`src/rtl/serial_pkg.sv`:
```
// Shared definitions for the bit-serial adder/subtractor: FSM encoding and
// the legal operand width range.
package serial_pkg;

  typedef enum logic [1:0] {
    IDLE = 2'd0,
    RUN  = 2'd1,
    DONE = 2'd2
  } state_e;

  localparam int WIDTH_MIN = 2;
  localparam int WIDTH_MAX = 32;

endpackage

```
`src/rtl/serial_fa.sv`:
```
// One-bit full-adder cell used by the serial datapath.
module serial_fa (
  input  logic a_i,
  input  logic b_i,
  input  logic ci_i,
  output logic s_o,
  output logic co_o
);

  assign s_o  = a_i ^ b_i ^ ci_i;
  assign co_o = (a_i & b_i) | (a_i & ci_i) | (b_i & ci_i);

endmodule

```
`src/rtl/serial_addsub.sv`:
```
// Bit-serial A+B / A-B: A is loaded in parallel, B arrives LSB first and the
// sum is shifted into the top of the accumulator one bit per enabled edge.
module serial_addsub
  import serial_pkg::*;
#(
  parameter int WIDTH = 4
) (
  input  logic             clk,
  input  logic             reset,
  input  logic             start,
  input  logic [WIDTH-1:0] a_in,
  input  logic             sub,
  input  logic             control,
  input  logic             in_B,
  output logic [WIDTH-1:0] result,
  output logic             carry_out,
  output logic             overflow,
  output logic             busy,
  output logic             done
);

  localparam int CW = (WIDTH > 1) ? $clog2(WIDTH) : 1;

  state_e           state_q, state_d;
  logic [WIDTH-1:0] acc_q, acc_d;
  logic [CW-1:0]    cnt_q, cnt_d;
  logic             carry_q, carry_d;
  logic             mode_q, mode_d;
  logic             cout_q, cout_d;
  logic             ovf_q, ovf_d;
  logic             busy_q, busy_d;
  logic             done_q, done_d;

  logic b_eff, fa_s, fa_co, last_bit;

  // Subtraction is A + ~B + 1: invert B here, the +1 comes from carry=mode at load.
  assign b_eff    = in_B ^ mode_q;
  assign last_bit = (cnt_q == CW'(WIDTH - 1));

  serial_fa u_fa (
    .a_i  (acc_q[0]),
    .b_i  (b_eff),
    .ci_i (carry_q),
    .s_o  (fa_s),
    .co_o (fa_co)
  );

  always_comb begin
    state_d = state_q;
    acc_d   = acc_q;
    cnt_d   = cnt_q;
    carry_d = carry_q;
    mode_d  = mode_q;
    cout_d  = cout_q;
    ovf_d   = ovf_q;
    if (start) begin
      // start wins in every state; the in_B on this edge is ignored
      state_d = RUN;
      acc_d   = a_in;
      carry_d = sub;
      mode_d  = sub;
      cnt_d   = '0;
    end else begin
      case (state_q)
        RUN: begin
          if (control) begin
            acc_d   = {fa_s, acc_q[WIDTH-1:1]};
            carry_d = fa_co;
            if (last_bit) begin
              // cnt stays at WIDTH-1 so it never wraps
              state_d = DONE;
              cout_d  = fa_co;
              ovf_d   = carry_q ^ fa_co;
            end else begin
              cnt_d = cnt_q + CW'(1);
            end
          end
        end
        default: state_d = IDLE;
      endcase
    end
    busy_d = (state_d == RUN);
    done_d = (state_d == DONE);
  end

  always_ff @(posedge clk or negedge reset) begin
    if (!reset) begin
      state_q <= IDLE;
      acc_q   <= '0;
      cnt_q   <= '0;
      carry_q <= 1'b0;
      mode_q  <= 1'b0;
      cout_q  <= 1'b0;
      ovf_q   <= 1'b0;
      busy_q  <= 1'b0;
      done_q  <= 1'b0;
    end else begin
      state_q <= state_d;
      acc_q   <= acc_d;
      cnt_q   <= cnt_d;
      carry_q <= carry_d;
      mode_q  <= mode_d;
      cout_q  <= cout_d;
      ovf_q   <= ovf_d;
      busy_q  <= busy_d;
      done_q  <= done_d;
    end
  end

  assign result    = acc_q;
  assign carry_out = cout_q;
  assign overflow  = ovf_q;
  assign busy      = busy_q;
  assign done      = done_q;

endmodule

```
`config.mk`:
```
export PLATFORM = sky130hd
export DESIGN_NAME = serial_addsub
export DESIGN_NICKNAME = d
export VERILOG_FILES = /design/src/rtl/serial_pkg.sv /design/src/rtl/serial_fa.sv /design/src/rtl/serial_addsub.sv
export SDC_FILE = /design/constraint.sdc
export NUM_CORES = 1
export LEC_CHECK = 0
export BUFFER_PORTS_ARGS = -buffer_cell sky130_fd_sc_hd__buf_4
export CORE_MARGIN = 3
export CORE_UTILIZATION = 49
export DETAILED_ROUTE_END_ITERATION = 7
export PLACE_DENSITY_LB_ADDON = 0.1
export SLEW_MARGIN = 20
export SYNTH_ARGS = -nofsm -noshare
export SYNTH_HDL_FRONTEND = slang
export SYNTH_SLANG_ARGS = --single-unit
```
`constraint.sdc`:
```
create_clock -name clk -period 1.9 [get_ports clk]
set_input_delay 0.38 -clock clk [delete_from_list [all_inputs] [get_ports clk]]
set_output_delay 0.38 -clock clk [all_outputs]
set_load 0.005 [all_outputs]
```
Yosys cells after proc, flatten, opt, wreduce, memory -nomap -nowiden
Cells that the tools add are included.

$add $sub $neg: 1. Equality and inequality tests: 5. Multiplexer cells: 14. Bitwise logic cells: 10. Reductions and logical operators: 5.

Operators with widths (count): $mux 2 (8); $mux 4 (3); $eq 2x1->1 const B (2); $eq 2x2->1 const B (2); $reduce_and 4->1 (1); $reduce_bool 2->1 (2); $xor 1x1->1 (4); $and 1x1->1 (3); $mux 1 (3); $reduce_and 3->1 (1); $add 2x1->2 const B (1); $ne 2x2->1 const B (1); $or 1x1->1 (2); $reduce_and 2->1 (1); $not 1->1 (1).

Register bits: 14. Output and inout bits: 8. Word-level logic and storage cells: 44.

Depth between registers and ports, before layout
Word-level depth: 7. Gate-level depth with buffers: 4. Mapped depth without buffers: 4.

Cells and area by module
From an unflattened synthesis, not the netlist that was laid out.

Cells, all modules: 56. Area total of the unflattened synthesis: 655.6 sq um.

Modules (own cells, without submodules): serial_addsub (times used 1, cells an instance 55, area an instance 635.6 sq um, sequential area each 350.3 sq um); serial_fa (times used 1, cells an instance 1, area an instance 20.0 sq um, sequential area each 0.0 sq um).

Worst setup path before layout
No wires, ideal clock.

Path kind: register to register. Start: reg mode_q. End: reg carry_q. Library setup time: 104 ps. Arrival: 1324 ps. Required time: 1796 ps. Slack: 472 ps. Stages on the path, launching flop included: 5. Buffers on the path: 0. Period minus slack after synthesis: 1428 ps. Cell sequence: dfrtp_1 -> xnor2_1 -> fa_1 -> or3_1 -> o311ai_1.

Cells in the longest elaborated chain, start to end: 7. Elaborated cells between the ends (all ways): 8. Classes of those cells: mux: 3; bitwise: 5.

Ends and longest elaborated chain: start, declared (line serial_addsub.sv:28) `logic mode_q, mode_d;`; start signal, assigned (line serial_addsub.sv:102) `mode_q <= mode_d;`; $xor 1x1->1 (*) (line serial_addsub.sv:37) `assign b_eff = in_B ^ mode_q;`; $and 1x1->1 (line serial_fa.sv:11) `assign co_o = (a_i & b_i) | (a_i & ci_i) | (b_i & ci_i);`; $or 1x1->1 (line serial_fa.sv:11); $or 1x1->1 (*) (line serial_fa.sv:11); $mux 1 (*) (line serial_addsub.sv:66) `if (control) begin`; $mux 1 (*) (line serial_addsub.sv:64) `case (state_q)`; $mux 1 (*) (line serial_addsub.sv:56) `if (start) begin`; end signal, assigned (line serial_addsub.sv:101) `carry_q <= carry_d;`; end, declared (line serial_addsub.sv:27) `logic carry_q, carry_d;`.

Mark *: on every way between the ends. The rest lies on a longest branch, timed or not. The select of a mux whose other input is x is not followed. A chain may end at the register's enable or synchronous reset.

Worst setup path after layout
Same ends and word-level chain as after synthesis.

==> results.toml <==
[run_status]
outcome = "completed"

[synthesis]
ys_seq_area_frac = 0.506
synth_nets = 74
postSynthAreaPerCell_sq_um = 11.2
ys_types = 26
ys_warn_count = 0
syn_inst = 62
synth-seq-cells = 14
syn_area_sq_um = 692

[worst_setup_path]
arrival_ps = 1700
cp_slowest_cell = "fa_1"
crit_fanout = 3
slowest_delay_ps = 420
required_ps = 2070
cp-end-kind = "flip-flop"
timing_worst_setup_path_type = "flip-flop to flip-flop"
startpoint_type = "flip-flop"
worstPathCellList = "xnor2_1, fa_1, or3_1, o311ai_1"

[power]
p_leak_nw = 0.400
vdd_drop_max_uv = 526
cellPowerDensity_mw_per_mm2 = 840
finalPower_w = 0.000719

[placement]
placed_area_sq_um = 810
place.gp.congestion = 0.717
numPortBuffers = 17
dp_slack_ps = 281
dp_hpwl_microns = 910

[finish]
multi_input_comb_area_sq_um = 295
final_cell_mix = "buf_4 (17), dfrtp_1 (14), nand2_1 (7), a21oi_1 (7), inv_1 (5)"
layout-drive-gt1-share = 0.350
mostFrequentLayoutCell = "buf_4"
fill_cells = 98
fin_area_sq_um = 856
nets = 93
diodes = 0
syn_to_final_growth_pct = 23.7
seq_area_sq_um = 350

[floorplanning]
die_area_sq_mm = 0.00190
core_sq_mm = 0.00122
start_util = 0.569
ios = 18
die_x_microns = 43.6
fp-row-count = 12
die_h_microns = 43.6

[detailed_routing]
drt_iter0_drc = 13
vias_per_cell = 5.15
drc = 0
drt-total-wl_microns = 1220
vias = 484
dr.pass1.iters = 3
ant_nets = 0
wire_per_inst_microns = 13.0

[grt]
grt_pass1_vias = 469
antenna_found_initial = 0
grt_usage = 0.151
gr-total-overflow = 0
grt_max_degree = 19
grt_pass1_wl_microns = 2080

[sta]
setup_ws_ps = 371
maxSlewViolCount = 0
fin_crit_sh = 0.805
finalSetupViolCount = 0
tns_ps = 0
fmax_mhz = 654
skew_ps = 4.15
whs_ps = 320
final-hold-violation-count = 0
rsz0062_at_grt = "false"
min_period_ps = 1530
slew-limit-headroom = 0.818
worst_slew_pin_slew_ps = 269

[clock_network]
clkLatencyLatePin_ps = 280
root_buffer = "clkbuf_4"
clkTransAtPathRegs_ps = 90
cts_made_buffers = 3
cts_tree = "built"
h-tree-depth = 1
cts_buffer_depth = 2
clock-sinks = 14

[run]
maxCapViolCount = 0

[min_path]
hold_class = "input port to flip-flop"
==> synthesized netlist by cell type (all sizes together) <==
cell type | instances | share of area
a21o | 1 | 0.011
a21oi | 7 | 0.051
a31o | 2 | 0.025
and3b | 1 | 0.014
and4bb | 1 | 0.018
buf | 3 | 0.034
clkbuf | 1 | 0.0054
dfrtp | 14 | 0.51
fa | 1 | 0.029
ha | 1 | 0.018
inv | 5 | 0.027
mux2 | 1 | 0.022
mux2i | 1 | 0.014
nand2 | 7 | 0.038
nand3b | 1 | 0.029
nor2 | 2 | 0.011
nor2b | 3 | 0.027
nor3b | 2 | 0.038
o21ai | 3 | 0.022
o311ai | 1 | 0.013
or3 | 1 | 0.0090
xnor2 | 3 | 0.038
==> cell families after synthesis <==
logic type	Yosys count	share of synthesized area
mux	2	0.0362
buf+inv	9	0.0669
fa+ha+maj	2	0.0470
simple gates	18	0.184
compound gates	14	0.121
flops	14	0.506
xor+xnor	3	0.0380
==> metrics by stage <==
step / utilization / instances
after floorplan: - / 62
after global placement: 0.666 / 89
after detailed placement: 0.666 / 89
after CTS: 0.704 / 94
after global routing: 0.704 / 94
final: 0.704 / 94
==> critical path: cells and delay by family, from the launching register on <==
family / cells / cell delay [ps]
flip-flops: 1 / 410
AO/OA/AOI/OAI: 1 / 100
adder cells (fa/ha/maj): 1 / 420
AND/OR/NAND/NOR: 1 / 360
XOR/XNOR: 1 / 140
==> final timing paths <==
kind / end / startpoint / slack (ps) / depth (start not counted)
max: carry_q$_DFFE_PN0P_ / mode_q$_DFFE_PN0P_ / 370 / 4
min: result[3]$_DFFE_PN0P_ / a_in[3] / 320 / 3
max reg2reg: carry_q$_DFFE_PN0P_ / mode_q$_DFFE_PN0P_ / 370 / 4
min reg2reg: overflow$_DFFE_PN0P_ / overflow$_DFFE_PN0P_ / 530 / 1
max in group asynchronous: result[1]$_DFFE_PN0P_ / reset / 1250 / 2
min in group asynchronous: result[2]$_DFFE_PN0P_ / reset / 480 / 2
==> state kept, by name, indices dropped and copies added, names as in the netlist <==
register	cells
busy	1
carry_out	1
cnt_q	2
done	1
result	4
mode_q	1
overflow	1
state_q	2
carry_q	1
==> power by group <==
group / leakage [nW] / switching [W] / internal, W
Clock: 0.0210 / 0.0000982 / 0.000116
Sequential: 0.165 / 0.0000226 / 0.000330
Combinational: 0.213 / 0.0000647 / 0.0000869
==> per-layer routing <==
metal  share of wire  track usage  up-vias
met4          0.0066       0.0723        0
met2            0.46        0.233       14
met3           0.057       0.0373        2
met5               0            0        -
li1                -            -      244
met1            0.47        0.197      224
==> area by class of cell <==
type                    count  area share
clock buffers               4      0.0424
inverters                   5      0.0219
multi-input cells          39       0.345
flip-flops and latches     14       0.409
well taps                  14      0.0205
repair buffers             18       0.161
==> repair_timing <==
| action | CTS | global route |
|---|---|---|
| hold buffers | 1 | 0 |
| gates resized for setup | 0 | 0 |
| endpoints found under the hold margin | 14 | 0 |
| setup buffers | 0 | 0 |
(Power assumes the default switching activity.)
